[src/rtl/pri_pkg.sv]
// Shared types and constants for the priority / round-robin arbiter.
package pri_pkg;

    typedef enum logic {
        IDLE  = 1'b0,
        GRANT = 1'b1
    } state_t;

    localparam logic MODE_FIXED = 1'b0;
    localparam logic MODE_RR    = 1'b1;

endpackage : pri_pkg

[src/rtl/pri_find.sv]
// Combinational search: scan downward from start (wrapping N-1..0), first set request wins.
module pri_find #(
    parameter int unsigned N = 16,
    parameter int unsigned W = $clog2(N)
) (
    input  logic [N-1:0] req,
    input  logic [W-1:0] start,
    output logic         found_c,
    output logic [N-1:0] onehot_c,
    output logic [W-1:0] idx_c
);

    logic [W-1:0] pos;

    // Walk from lowest to highest priority so the last hit is the winner.
    always_comb begin
        found_c  = 1'b0;
        idx_c    = '0;
        pos      = '0;
        for (int k = int'(N) - 1; k >= 0; k--) begin
            pos = W'((int'(start) + int'(N) - k) % int'(N));
            if (req[pos]) begin
                found_c = 1'b1;
                idx_c   = pos;
            end
        end
        onehot_c = found_c ? (N'(1) << idx_c) : '0;
    end

endmodule : pri_find

[src/rtl/pri_arb.sv]
// Fixed-priority / round-robin arbiter holding one grant until the grantee signals done.
module pri_arb
    import pri_pkg::*;
#(
    parameter int unsigned N = 16,
    parameter int unsigned W = $clog2(N)
) (
    input  logic         i_clk,
    input  logic         i_rst,
    input  logic [N-1:0] i_req,
    input  logic         i_mode,
    input  logic         i_done,
    output logic         o_busy,
    output logic [N-1:0] o_grant,
    output logic [W-1:0] o_gidx,
    output logic         o_found
);

    localparam logic [W-1:0] TOP_IDX = W'(N - 1);

    state_t       state;
    logic [W-1:0] ptr;
    logic [W-1:0] start_c;
    logic         hit_c;
    logic [N-1:0] hit_onehot_c;
    logic [W-1:0] hit_idx_c;

    // Round-robin starts just below the last grantee; ptr = 0 wraps to the top.
    always_comb begin
        start_c = TOP_IDX;
        if (i_mode == MODE_RR && ptr != '0) begin
            start_c = ptr - W'(1);
        end
    end

    pri_find #(
        .N (N),
        .W (W)
    ) u_find (
        .req      (i_req),
        .start    (start_c),
        .found_c  (hit_c),
        .onehot_c (hit_onehot_c),
        .idx_c    (hit_idx_c)
    );

    always_ff @(posedge i_clk) begin
        if (i_rst) begin
            state   <= IDLE;
            ptr     <= '0;
            o_busy  <= 1'b0;
            o_grant <= '0;
            o_gidx  <= '0;
            o_found <= 1'b0;
        end else begin
            o_found <= |i_req;
            unique case (state)
                IDLE: begin
                    if (hit_c) begin
                        state   <= GRANT;
                        ptr     <= hit_idx_c;
                        o_busy  <= 1'b1;
                        o_grant <= hit_onehot_c;
                        o_gidx  <= hit_idx_c;
                    end
                end
                GRANT: begin
                    if (i_done) begin
                        state   <= IDLE;
                        o_busy  <= 1'b0;
                        o_grant <= '0;
                        o_gidx  <= '0;
                    end
                end
                default: begin
                    state <= IDLE;
                end
            endcase
        end
    end

endmodule : pri_arb

[config.mk]
export PLATFORM = sky130hd
export DESIGN_NAME = pri_arb
export DESIGN_NICKNAME = d
export VERILOG_FILES = /design/src/rtl/pri_pkg.sv /design/src/rtl/pri_find.sv /design/src/rtl/pri_arb.sv
export SDC_FILE = /design/constraint.sdc
export NUM_CORES = 1
export LEC_CHECK = 0
export BUFFER_PORTS_ARGS = -buffer_cell sky130_fd_sc_hd__buf_4
export CAP_MARGIN = 20
export CORE_ASPECT_RATIO = 1.2
export CORE_UTILIZATION = 55
export DETAILED_ROUTE_END_ITERATION = 6
export PLACE_DENSITY = 0.75
export SYNTH_ARGS = -nofsm -noshare
export SYNTH_HDL_FRONTEND = slang
export SYNTH_SLANG_ARGS = --single-unit
[constraint.sdc]
create_clock -name i_clk -period 13.8 [get_ports i_clk]
set_input_delay 1.38 -clock i_clk [delete_from_list [all_inputs] [get_ports i_clk]]
set_output_delay 1.38 -clock i_clk [all_outputs]
set_load 0.02 [all_outputs]
After elaboration in Yosys (flattened, before gate mapping)
Index checks and enable logic that the tools add are counted.

word-level totals
  bits of input ports = 20
  register bits after elaboration = 27
  output and inout port bits = 22
  logic and storage cells = 125

operators by class
  shift-type cells = 1
  magnitude comparators = 16
  muxes and demuxes = 77
  add/sub/neg operators = 17
  eq/ne operators = 2
  reductions and logical operators = 5
  bitwise operators = 1

operators by type and width
  cell                  number
  $lt 4x5->1 const B    16
  $mux 4                19
  $bmux 1 s4            16
  $mux 1                36
  $sub 4x4->4 const B   9
  $mux 16               2
  $pmux 16 s2           1
  $reduce_or 16->1      1
  $shl 1x4->16 const A  1
  $sub 4x3->4 const B   4
  $pmux 4 s2            1
  $sub 4x2->4 const B   2
  $add 4x1->4 const B   1
  $ne 2x2->1 const B    2
  $pmux 1 s2            2
  $reduce_and 2->1      2
  $reduce_bool 4->1     1
  $sub 4x1->4 const B   1
  $logic_and 1x1->1     1
  $not 1->1             1

Depth between registers and ports, before layout
Gate-level depths: netlist (run 1).

  word-level depth = 26
  mapped depth = 23
  mapped depth without buffers = 17

Cells and area by module
From an unflattened synthesis (run 1), not the netlist that was laid out.

unflattened totals
  cell total of the unflattened synthesis = 421
  area, all modules = 3748.6 µm²

by module, submodules not included
  module    seq. area each (µm²)  times used  area an instance (µm²)  cells an instance
  pri_find  0.0                   1           2746.4                  308
  pri_arb   540.5                 1           1002.2                  113

Worst setup path before layout (run 1)
Ideal clock, no wire load.

  path kind = input -> register
  start point = input port i_mode
  end point = register o_grant[12]
  setup slack = 8.848 ns
  arrival = 4.881 ns
  setup time = 0.071 ns
  buffers on the path = 2
  stages = 16
  required time = 13.729 ns
  cell sequence = nand2_1 > nor2_8 > inv_2 > ha_1 > clkbuf_1 > clkbuf_1 > nand2_1 > a211oi_1 > or2_2 > nand2_1 > a211o_1 > a2111oi_0 > a2111oi_4 > nor3b_4 > or3b_1 > o2bb2ai_1

on the way
  longest elaborated chain between the ends = 25
  elaborated cells between the ends (all ways) = 87
  those cells by class = add/sub: 16; eq/ne: 1; shift: 1; mux: 67; reduce/logical: 2

RTL lines
  element                       line            RTL
  from (decl)                   pri_arb.sv:11   input logic i_mode,
  $logic_and 1x1->1 (*)         pri_arb.sv:31   if (i_mode == MODE_RR && ptr != '0) begin
  $mux 4 (*)                    pri_arb.sv:31
  $add 4x1->4 (*)               pri_find.sv:21  pos = W'((int'(start) + int'(N) - k) % int'(N));
  $sub 4x4->4                   pri_find.sv:21
  $bmux 1 s4                    pri_find.sv:22  if (req[pos]) begin
  $mux 1 (not written as such)  pri_find.sv:22
  $mux 4 (16 in a row)          pri_find.sv:22
  $shl 1x4->16                  pri_find.sv:27  onehot_c = found_c ? (N'(1) << idx_c) : '0;
  $mux 16                       pri_arb.sv:59   if (hit_c) begin
  $pmux 16 s2                   pri_arb.sv:57   unique case (state)
  to (signal assigned)          pri_arb.sv:63   o_grant <= hit_onehot_c;
  to (decl)                     pri_arb.sv:14   output logic [N-1:0] o_grant,

Every way passes the cells marked *; elsewhere a longest branch is shown, timed or not. The select of a mux whose other input is x is not followed.
A chain may end at the register's enable or synchronous reset.

Worst setup path in the final report (run 1)
  start point = register ptr[0]
  end point = register o_grant[12]

on the way
  longest elaborated chain between the ends = 26
  elaborated cells between the ends (all ways) = 89
  those cells by class = add/sub: 17; eq/ne: 1; shift: 1; mux: 67; reduce/logical: 3

RTL lines
  element                                                              line            RTL
  from (decl)                                                          pri_arb.sv:22   logic [W-1:0] ptr;
  from (signal assigned)                                               pri_arb.sv:61   ptr <= hit_idx_c;
  parallel branches: the longest is 2 deep, another holds $sub 4x1->4  n/a
  $mux 4 (*)                                                           pri_arb.sv:31
  $add 4x1->4 (*)                                                      pri_find.sv:21
  $sub 4x4->4                                                          pri_find.sv:21
  $bmux 1 s4                                                           pri_find.sv:22
  $mux 1 (not written as such)                                         pri_find.sv:22
  $mux 4 (16 in a row)                                                 pri_find.sv:22
  $shl 1x4->16                                                         pri_find.sv:27
  $mux 16                                                              pri_arb.sv:59
  $pmux 16 s2                                                          pri_arb.sv:57

Mark *: on every way between the ends. The select of a mux whose other input is x is not followed.

==> flow_summary.toml, run 1 <==
[placed_design]
dp.final_hpwl_um = 11100
portBuffers = 41
gp_congestion = 1.02

[global_routing]
grtUsageMet2 = 0.629
overflow = 0
antenna_found_initial = 0
grt_pass1_wl_um = 22500
grt-busiest-layer = "met2"
gr-usage-met1 = 0.477
use_met3 = 0.0626
grt_start_max_net_pins = 29
grtUsageTotal = 0.383
grt_pass1_vias = 4163

[timing]
drv_slew = 0
fin_setup_tns_ns = 0
worstMarginPinSlew_ns = 1.03
hold_viol = 0
finalCritPeriodShare = 0.507
fmax_ghz = 0.143
slew-limit-headroom = 0.312
rsz0062_at_grt = "false"
fin_skew_ns = 0.0135
setup_viol = 0
finalCriticalPeriod_ns = 7.00

[critical_path]
startpoint = "ptr[0]"
crit_path_start_kind = "flip-flop"
crit_path_end = "o_grant[12]"
crit_chain = "inv_1, ha_1, and2_1, nand2_1, ha_1, nand2_1, a211oi_1, o22ai_1, a22oi_1, or2_0, nor2_1, a41oi_4, and2_4, nor3b_4, or3b_1, o2bb2ai_1"
reg2reg_slack_ns = 6.80
reg2reg_from = "ptr[0]"
cp-end-kind = "flip-flop"
cp_max_fo = 28
required_ns = 14.02
crit_type = "reg -> reg"
slowest_delay_ns = 1.08
r2r_end = "o_grant[12]"
crit_slowest_cell = "ha_1"
cp_data_arrival_time_ns = 7.21
r2r_cells = 16

[drt]
wl_per_cell_um = 24.2
viasPerCell = 7.52
drt-total-wl_um = 14300
ant_nets = 0
vias = 4437
drt-initial-drc-count = 499
post-route-drc-count = 0
firstDrtPassIters = 5

[logic_synthesis]
syn-cell-area_um2 = 4060
synth_top_area_cell = "dfxtp_1"
synth-seq-cells = 27
synthTopCellsByCount = "41 x nand2_1, 31 x mux2i_1, 27 x dfxtp_1"
yosysSeqAreaShare = 0.133
synth.most_common_cell = "nand2_1"
synth.top_cells.by_area = "dfxtp_1 13%, mux2i_1 7.6%, mux4_2 3.9%"
synth_top_area_share = 0.133
synth_ff_type = "dfxtp_1"
syn_avg_cell_area_um2 = 8.31
yosysWarnings = 0
synth-edff-count = 0
synthDistinctLibCells = 90
async_flop_share = 0
syn-instance-count = 489
synth_nets = 516

[cts]
post_cts_buffers = 0
cts_root_buf = "clkbuf_8"
clk_latency_ns = 0.28
tritoncts.num_buffers = 3
clk_pin_slew_ns = 0.11
cts.sinks = 27
cts.repair.resized = 0
ctsHoldBuffers = 0
h-tree-depth = 1
cts_max_path_buffers = 2
cts_tree = "yes"

[final_layout]
drive_above_1_share = 0.189
fin_nets = 531
area_delta_synth_final_pct = 7.11
n_antenna_cell = 0

[floorplanning]
start_util = 0.582
die_h_um = 96.2
die_x_um = 80.5
rows = 33
fp.dieArea_um2 = 7740
boundaryPins = 42
core_um2 = 6980

[run]
maxCapViolations = 0

[worst_hold_path]
hold_path_class = "reg -> reg"

[run_status]
status = "finished, final reports clean"
==> layout make-up <==
type / count / area (µm²)
repair buffers: 42 / 315
multi-input cells: 419 / 3300
well taps: 87 / 109
clock buffers: 3 / 41.3
fillers: 633 / 2630
flip-flops and latches: 27 / 541
clock inverters: 1 / 8.76
inverters: 11 / 41.3
==> cells by family (layout without fill, tap and decap cells) <==
| logic type | Yosys count | count (layout) | share of synthesized area |
|---|---|---|---|
| flip-flops | 27 | 27 | 0.133 |
| AND/OR/NAND/NOR | 167 | 167 | 0.237 |
| AO/OA/AOI/OAI | 185 | 185 | 0.368 |
| XOR/XNOR | 10 | 10 | 0.0317 |
| adder cells (fa/ha/maj) | 7 | 7 | 0.0216 |
| multiplexers | 50 | 50 | 0.153 |
| buffers and inverters | 43 | 57 | 0.0557 |
==> flip-flops by register name, indices dropped and copies added, names as in the netlist <==
| signal | flops |
|---|---|
| o_gidx | 4 |
| o_found | 1 |
| o_busy | 1 |
| o_grant | 16 |
| state | 1 |
| ptr | 4 |
==> worst min path at each step <==
stage	cells past startpoint	slack, ns	to	from
2_1_floorplan	2	0.53	o_gidx[0]	o_gidx[0]
3_3_place_gp	1	0.45	o_grant[13]	o_grant[13]
3_5_place_dp	1	0.45	o_grant[15]	o_grant[15]
4_1_cts	2	0.47	o_gidx[0]	o_gidx[0]
5_1_grt	1	0.50	o_grant[14]	o_grant[14]
6_report	2	0.47	o_gidx[0]	o_gidx[0]
==> metrics by stage <==
step / worst slack [ns] / hold WS (ns) / instances / instance area (µm²) / utilization
global placement: 7.16 / 0.446 / 586 / 4300 / 0.616
detailed placement: 7.04 / 0.448 / 586 / 4300 / 0.616
finish: 6.80 / 0.468 / 590 / 4350 / 0.624
global route: 6.43 / 0.495 / 590 / 4350 / 0.624
floorplan: 8.85 / 0.535 / 489 / 4060 / -
CTS: 7.00 / 0.470 / 590 / 4350 / 0.624
==> routing by layer <==
layer,part of all wire,vias to the layer above
li1,-,1983
met1,0.39,2077
met2,0.45,302
met3,0.096,75
met4,0.062,0
met5,0,-
==> cells in the final DEF, fill, tap and decap left out, drive strengths merged, types with 10 or more instances in the layout <==
cell type / n
mux2i: 33
o21ai: 23
a211o: 12
nand2: 42
a21oi: 25
mux2: 10
nand3: 12
buf: 42
nor3b: 13
inv: 12
nand2b: 16
dfxtp: 27
nor3: 15
a211oi: 22
nor2: 26
==> critical path, delay by kind of cell, from the launching register on <==
family | cells | cell delay, ns
simple gates | 8 | 2.15
fa+ha+maj | 2 | 1.79
compound gates | 5 | 1.71
flops | 1 | 0.94
buf+inv | 1 | 0.31
Power of run 1 is not shown: default switching activity piles up to over one toggle a cycle in this logic, so the estimate is an artifact.
==> run 2, diff against run 1 <==
--- a/config.mk
+++ b/config.mk
@@ -5,12 +5,13 @@
 export SDC_FILE = /design/constraint.sdc
 export NUM_CORES = 1
 export LEC_CHECK = 0
+export ABC_AREA = 1
 export BUFFER_PORTS_ARGS = -buffer_cell sky130_fd_sc_hd__buf_4
 export CAP_MARGIN = 20
 export CORE_ASPECT_RATIO = 1.2
 export CORE_UTILIZATION = 55
 export DETAILED_ROUTE_END_ITERATION = 6
-export PLACE_DENSITY = 0.75
+export PLACE_DENSITY = 0.77
 export SYNTH_ARGS = -nofsm -noshare
 export SYNTH_HDL_FRONTEND = slang
 export SYNTH_SLANG_ARGS = --single-unit
==> constraint.sdc (replaced) <==
create_clock -name i_clk -period 6.6 [get_ports i_clk]
set_input_delay 0.66 -clock i_clk [delete_from_list [all_inputs] [get_ports i_clk]]
set_output_delay 0.66 -clock i_clk [all_outputs]
set_load 0.02 [all_outputs]
==> run 2 against run 1 <==
- fmax up 44%
- via count down 21%
- sequential share of layout area up 3.2 points
- core utilization up 1.9 points
- die area down 22%
- critical path depth up 2
- first-iteration DRC count down 59%
- flip-flop and latch count unchanged
- critical path type unchanged
==> flow_summary.toml, run 2 <==
[logic_synthesis]
yosysWarnings = 0
async_flop_share = 0
yosysSeqAreaShare = 0.173
synth_nets = 554
synth-seq-cells = 27
synthDistinctLibCells = 38
synth_top_area_cell = "nand2_1"
syn_avg_cell_area_um2 = 5.94
synthTopCellsByCount = "188 x nand2_1, 81 x nand3_1, 59 x a21oi_1"
synth_top_area_share = 0.225
synth-edff-count = 0
synth.top_cells.by_area = "nand2_1 23%, dfxtp_1 17%, nand3_1 13%"
syn-cell-area_um2 = 3130
synth.most_common_cell = "nand2_1"
syn-instance-count = 527
synth_ff_type = "dfxtp_1"

[global_routing]
grtUsageTotal = 0.311
overflow = 0
grt_pass1_vias = 3151
grt_pass1_wl_um = 14900
antenna_found_initial = 0
grt_start_max_net_pins = 28

[critical_path]
reg2reg_from = "ptr[0]"
crit_chain = "inv_2, ha_1, nand2_4, nand3_4, ha_1, inv_1, nand2_1, nand2_1, o21a_1, nand2_1, nand2_1, nor4_1, nand4_1, nand2_2, inv_2, a21oi_2, nand2_1, a21oi_1"
reg2reg_slack_ns = 1.73
crit_top_cell = "nand2_1"
cp_data_arrival_time_ns = 5.09
crit_slowest_cell = "dfxtp_1"
cp_num_cells = 18
required_ns = 6.81
r2r_end = "o_gidx[1]"
crit_type = "reg -> reg"
r2r_cells = 18
cp_max_fo = 24
path_buf_inv = 3
crit_path_start_kind = "flip-flop"
slowest_delay_ns = 0.81
crit_path_end = "o_gidx[1]"
cpLargestDelayFamily = "simple AND/OR/NAND/NOR gates"
startpoint = "ptr[0]"
cp-end-kind = "flip-flop"

[cts]
cts.sinks = 27
cts_root_buf = "clkbuf_8"
clk_pin_slew_ns = 0.10
h-tree-depth = 1
cts_tree = "yes"
cts.repair.resized = 0
post_cts_buffers = 0
ctsHoldBuffers = 0
cts_max_path_buffers = 2
tritoncts.num_buffers = 3
clk_latency_ns = 0.28

[final_layout]
multi_input_area_um2 = 2230
drive_above_1_share = 0.178
largestRegisters = "o_grant (16), o_gidx (4), ptr (4)"
largest_register = "o_grant"
largest_register_ffs = 16
n_antenna_cell = 0
regArea_um2 = 541
fin_nets = 585
n_fill_cell = 535
area_delta_synth_final_pct = 10.2
final_common_cell = "nand2_1"
final_cell_mix = "188 x nand2_1, 81 x nand3_1, 59 x a21oi_1"

[worst_hold_path]
hold_depth = 2
hold_path_class = "reg -> reg"

[run]
maxCapViolations = 0

[placed_design]
portBuffers = 41
gp_congestion = 1.01
dp.final_hpwl_um = 7170

[floorplanning]
start_util = 0.583
die_x_um = 70.9
die_h_um = 84.7
rows = 29
fp.dieArea_um2 = 6000
core_um2 = 5370
boundaryPins = 42

[timing]
worstMarginPinSlew_ns = 0.849
drv_slew = 0
slew-limit-headroom = 0.434
fin_skew_ns = 0.00839
fin_setup_tns_ns = 0
finalCriticalPeriod_ns = 4.87
setup_viol = 0
fmax_ghz = 0.205
timing.hold.ws_ns = 0.469
hold_viol = 0
finalCritPeriodShare = 0.738
rsz0062_at_grt = "false"

[drt]
post-route-drc-count = 0
vias = 3523
firstDrtPassIters = 5
drt-total-wl_um = 8830
wl_per_cell_um = 14.3
viasPerCell = 5.69
ant_nets = 0
drt-initial-drc-count = 203

[run_status]
status = "finished, final reports clean"
run 2: cell types whose count changed after synthesis, sizes merged, moves of 16 or more:
cell | before | now
inv | 11 | 62
nand3 | 12 | 88
a21oi | 25 | 62
o21ai | 23 | 3
a211oi | 22 | 1
nand2b | 16 | 0
mux2i | 33 | 0
nand2 | 42 | 204
run 2: layout make-up:
| class | instances | area share |
|---|---|---|
| Tap cell | 62 | 0.0225 |
| Clock buffer | 3 | 0.0120 |
| Sequential cell | 27 | 0.157 |
| Clock inverter | 1 | 0.00218 |
| Multi-Input combinational cell | 422 | 0.648 |
| Inverter | 63 | 0.0700 |
| Timing Repair Buffer | 41 | 0.0892 |
run 2: cells by family after synthesis:
family	synth area share
AND/OR/NAND/NOR	0.499
buffers and inverters	0.114
AO/OA/AOI/OAI	0.137
flip-flops	0.173
XOR/XNOR	0.0495
adder cells (fa/ha/maj)	0.0280
run 2: worst min path at each step:
stage / from / endpoint / slack (ns)
2_1_floorplan: ptr[1] / ptr[1] / 0.45
3_3_place_gp: o_grant[14] / o_grant[14] / 0.45
3_5_place_dp: o_grant[11] / o_grant[11] / 0.46
4_1_cts: o_grant[11] / o_grant[11] / 0.47
5_1_grt: o_grant[11] / o_grant[11] / 0.49
6_report: o_grant[11] / o_grant[11] / 0.47
run 2: worst register-to-register path: stages, from the launching register on:
cell	delay, ns
dfxtp_1	0.81
inv_2	0.12
ha_1	0.30
nand2_4	0.19
nand3_4	0.27
ha_1	0.54
inv_1	0.21
nand2_1	0.15
nand2_1	0.06
o21a_1	0.20
nand2_1	0.10
nand2_1	0.15
nor4_1	0.32
nand4_1	0.21
nand2_2	0.21
inv_2	0.06
a21oi_2	0.62
nand2_1	0.12
a21oi_1	0.17
run 2: through the flow:
step                      setup WS, ns  std cells   util  instance area [µm²]
after floorplan                   3.32        527      -                 3130
after global placement            1.85        615  0.634                 3400
after detailed placement          1.81        615  0.634                 3400
after CTS                         1.80        619  0.643                 3450
after global routing              1.26        619  0.643                 3450
final                             1.73        619  0.643                 3450
run 2: metal layers:
metal | vias to the layer above | part of all wire | GRT usage
met1 | 1597 | 0.42 | 0.382
li1 | 1798 | - | -
met3 | 29 | 0.039 | 0.0204
met4 | 0 | 0.046 | 0.165
met5 | - | 0 | 0
met2 | 99 | 0.49 | 0.541
Power of run 2 is left out for the same reason.
==> run 3, diff against run 2 <==
--- a/config.mk
+++ b/config.mk
@@ -9,7 +9,7 @@
 export BUFFER_PORTS_ARGS = -buffer_cell sky130_fd_sc_hd__buf_4
 export CAP_MARGIN = 20
 export CORE_ASPECT_RATIO = 1.2
-export CORE_UTILIZATION = 55
+export CORE_UTILIZATION = 53
 export DETAILED_ROUTE_END_ITERATION = 6
 export PLACE_DENSITY = 0.77
 export SYNTH_ARGS = -nofsm -noshare
==> constraint.sdc (replaced) <==
create_clock -name i_clk -period 4.1 [get_ports i_clk]
set_input_delay 0.41 -clock i_clk [delete_from_list [all_inputs] [get_ports i_clk]]
set_output_delay 0.41 -clock i_clk [all_outputs]
set_load 0.02 [all_outputs]
==> run 3 against run 2 <==
- sequential share of layout area shrank 0.21 points
- design area grew 1.4%
- flip-flop and latch count is the same
- setup slack lost 1.3 ns
- register-to-register slack lost 1.3 ns
- highest routed layer unchanged
- global-route usage grew 0.17 points
- fmax grew 32%
- count of clock-buffer cells in the layout is the same
- wire length grew 4.6%
==> flow_summary.toml, run 3 (synthesis gave the netlist of run 2 again) <==
[final_layout]
n_fill_cell = 598
n_antenna_cell = 0
largest_register_ffs = 16
fin_nets = 588
area_delta_synth_final_pct = 11.7
largest_register = "o_grant"
fin_util = 0.617
final_common_cell = "nand2_1"
largestRegisters = "o_grant (16), o_gidx (4), ptr (4)"
drive_above_1_share = 0.184
final_cell_mix = "188 x nand2_1, 81 x nand3_1, 59 x a21oi_1"

[placed_design]
gp_congestion = 0.983
portBuffers = 41
dp.final_hpwl_um = 7430

[timing]
drv_slew = 0
worstMarginPinSlew_ns = 0.681
finalCritPeriodShare = 0.903
hold_viol = 0
fmax_ghz = 0.270
fin_skew_ns = 0.00400
slew-limit-headroom = 0.543
finalCriticalPeriod_ns = 3.70
setup_viol = 0
fin_setup_tns_ns = 0
rsz0062_at_grt = "false"

[floorplanning]
fp.dieArea_um2 = 6220
boundaryPins = 42
die_h_um = 86.2
core_um2 = 5670
rows = 30
die_x_um = 72.2
start_util = 0.553

[critical_path]
cp_data_arrival_time_ns = 3.92
reg2reg_slack_ns = 0.40
crit_type = "reg -> reg"
crit_path_start_kind = "flip-flop"
cp_max_fo = 14
r2r_cells = 27
required_ns = 4.32
cp-end-kind = "flip-flop"

[cts]
cts_root_buf = "clkbuf_8"
clk_pin_slew_ns = 0.09
h-tree-depth = 1
cts.sinks = 27
cts_max_path_buffers = 2
cts_tree = "yes"
tritoncts.num_buffers = 3
post_cts_buffers = 0
clk_latency_ns = 0.28

[global_routing]
grt_pass1_vias = 3203
overflow = 0
grt_pass1_wl_um = 15300
grtUsageTotal = 0.313
grt_start_max_net_pins = 28
antenna_found_initial = 0

[drt]
post-route-drc-count = 0
vias = 3553
firstDrtPassIters = 5
viasPerCell = 5.55
ant_nets = 0
drt-initial-drc-count = 181
wl_per_cell_um = 14.4
wl_met1_um = 3760
drt-total-wl_um = 9230
routed-wl-met3_um = 478
dr_wl_met2_um = 4640
top_layer = "met4"

[run_status]
status = "finished, final reports clean"

[worst_hold_path]
hold_depth = 4
hold_path_class = "in -> reg"

[run]
maxCapViolations = 0
==> run 3: cell types whose count changed in the layout (fill, tap and decap cells not counted) <==
cell / before / now
ha_2: 0 / 1
ha_1: 7 / 6
buf_4: 41 / 44
==> run 3: what timing repair did <==
action                     in CTS  in global routing
gates resized for setup         0                  1
hold buffers                    0                  0
setup endpoints to repair       0                  4
==> run 3: layout make-up <==
| class | instances | area [µm²] | area share |
|---|---|---|---|
| Inverter | 63 | 241 | 0.0690 |
| Tap cell | 80 | 100 | 0.0286 |
| Sequential cell | 27 | 541 | 0.155 |
| Multi-Input combinational cell | 422 | 2240 | 0.639 |
| Clock buffer | 3 | 41.3 | 0.0118 |
| Timing Repair Buffer | 44 | 330 | 0.0944 |
| Clock inverter | 1 | 7.51 | 0.00215 |
==> run 3: final timing paths <==
kind	startpoint	end
min	i_done	state
max	ptr[0]	o_grant[6]
min reg2reg	ptr[1]	ptr[1]
max reg2reg	ptr[0]	o_grant[6]
==> run 3: critical path, stage by stage (launching register included) <==
cell      delay (ns)
dfxtp_1         0.36
inv_2           0.06
ha_1            0.26
nand2_4         0.19
nand3_1         0.15
ha_2            0.43
inv_1           0.13
nand2_1         0.11
nand3_1         0.10
nand3_1         0.16
nand2_1         0.06
a21boi_0        0.20
o21bai_1        0.09
nand2_1         0.08
nand2_1         0.05
nand2_1         0.08
nand2_1         0.05
nand2_1         0.06
nand2_1         0.05
nand2_1         0.05
nand2_1         0.07
nand2_1         0.08
nand2_1         0.05
nand2_1         0.05
nand2_1         0.10
a21oi_4         0.28
nand3_1         0.14
a21oi_1         0.14
==> run 3: per-layer routing <==
metal	global-route usage	up-vias
met4	0.127	0
met3	0.0256	23
met5	0	-
met2	0.563	122
met1	0.380	1609
li1	-	1799
==> run 3: through the flow <==
step / instance area (µm²) / hold slack [ns] / setup WS [ns] / instances
after floorplan: 3130 / 0.445 / 0.891 / 527
after global placement: 3450 / 0.454 / 0.480 / 636
after detailed placement: 3450 / 0.458 / 0.396 / 636
after CTS: 3500 / 0.421 / 0.373 / 640
after global routing: 3500 / 0.413 / 0.0268 / 640
final: 3500 / 0.425 / 0.397 / 640
Power of run 3 is left out for the same reason.
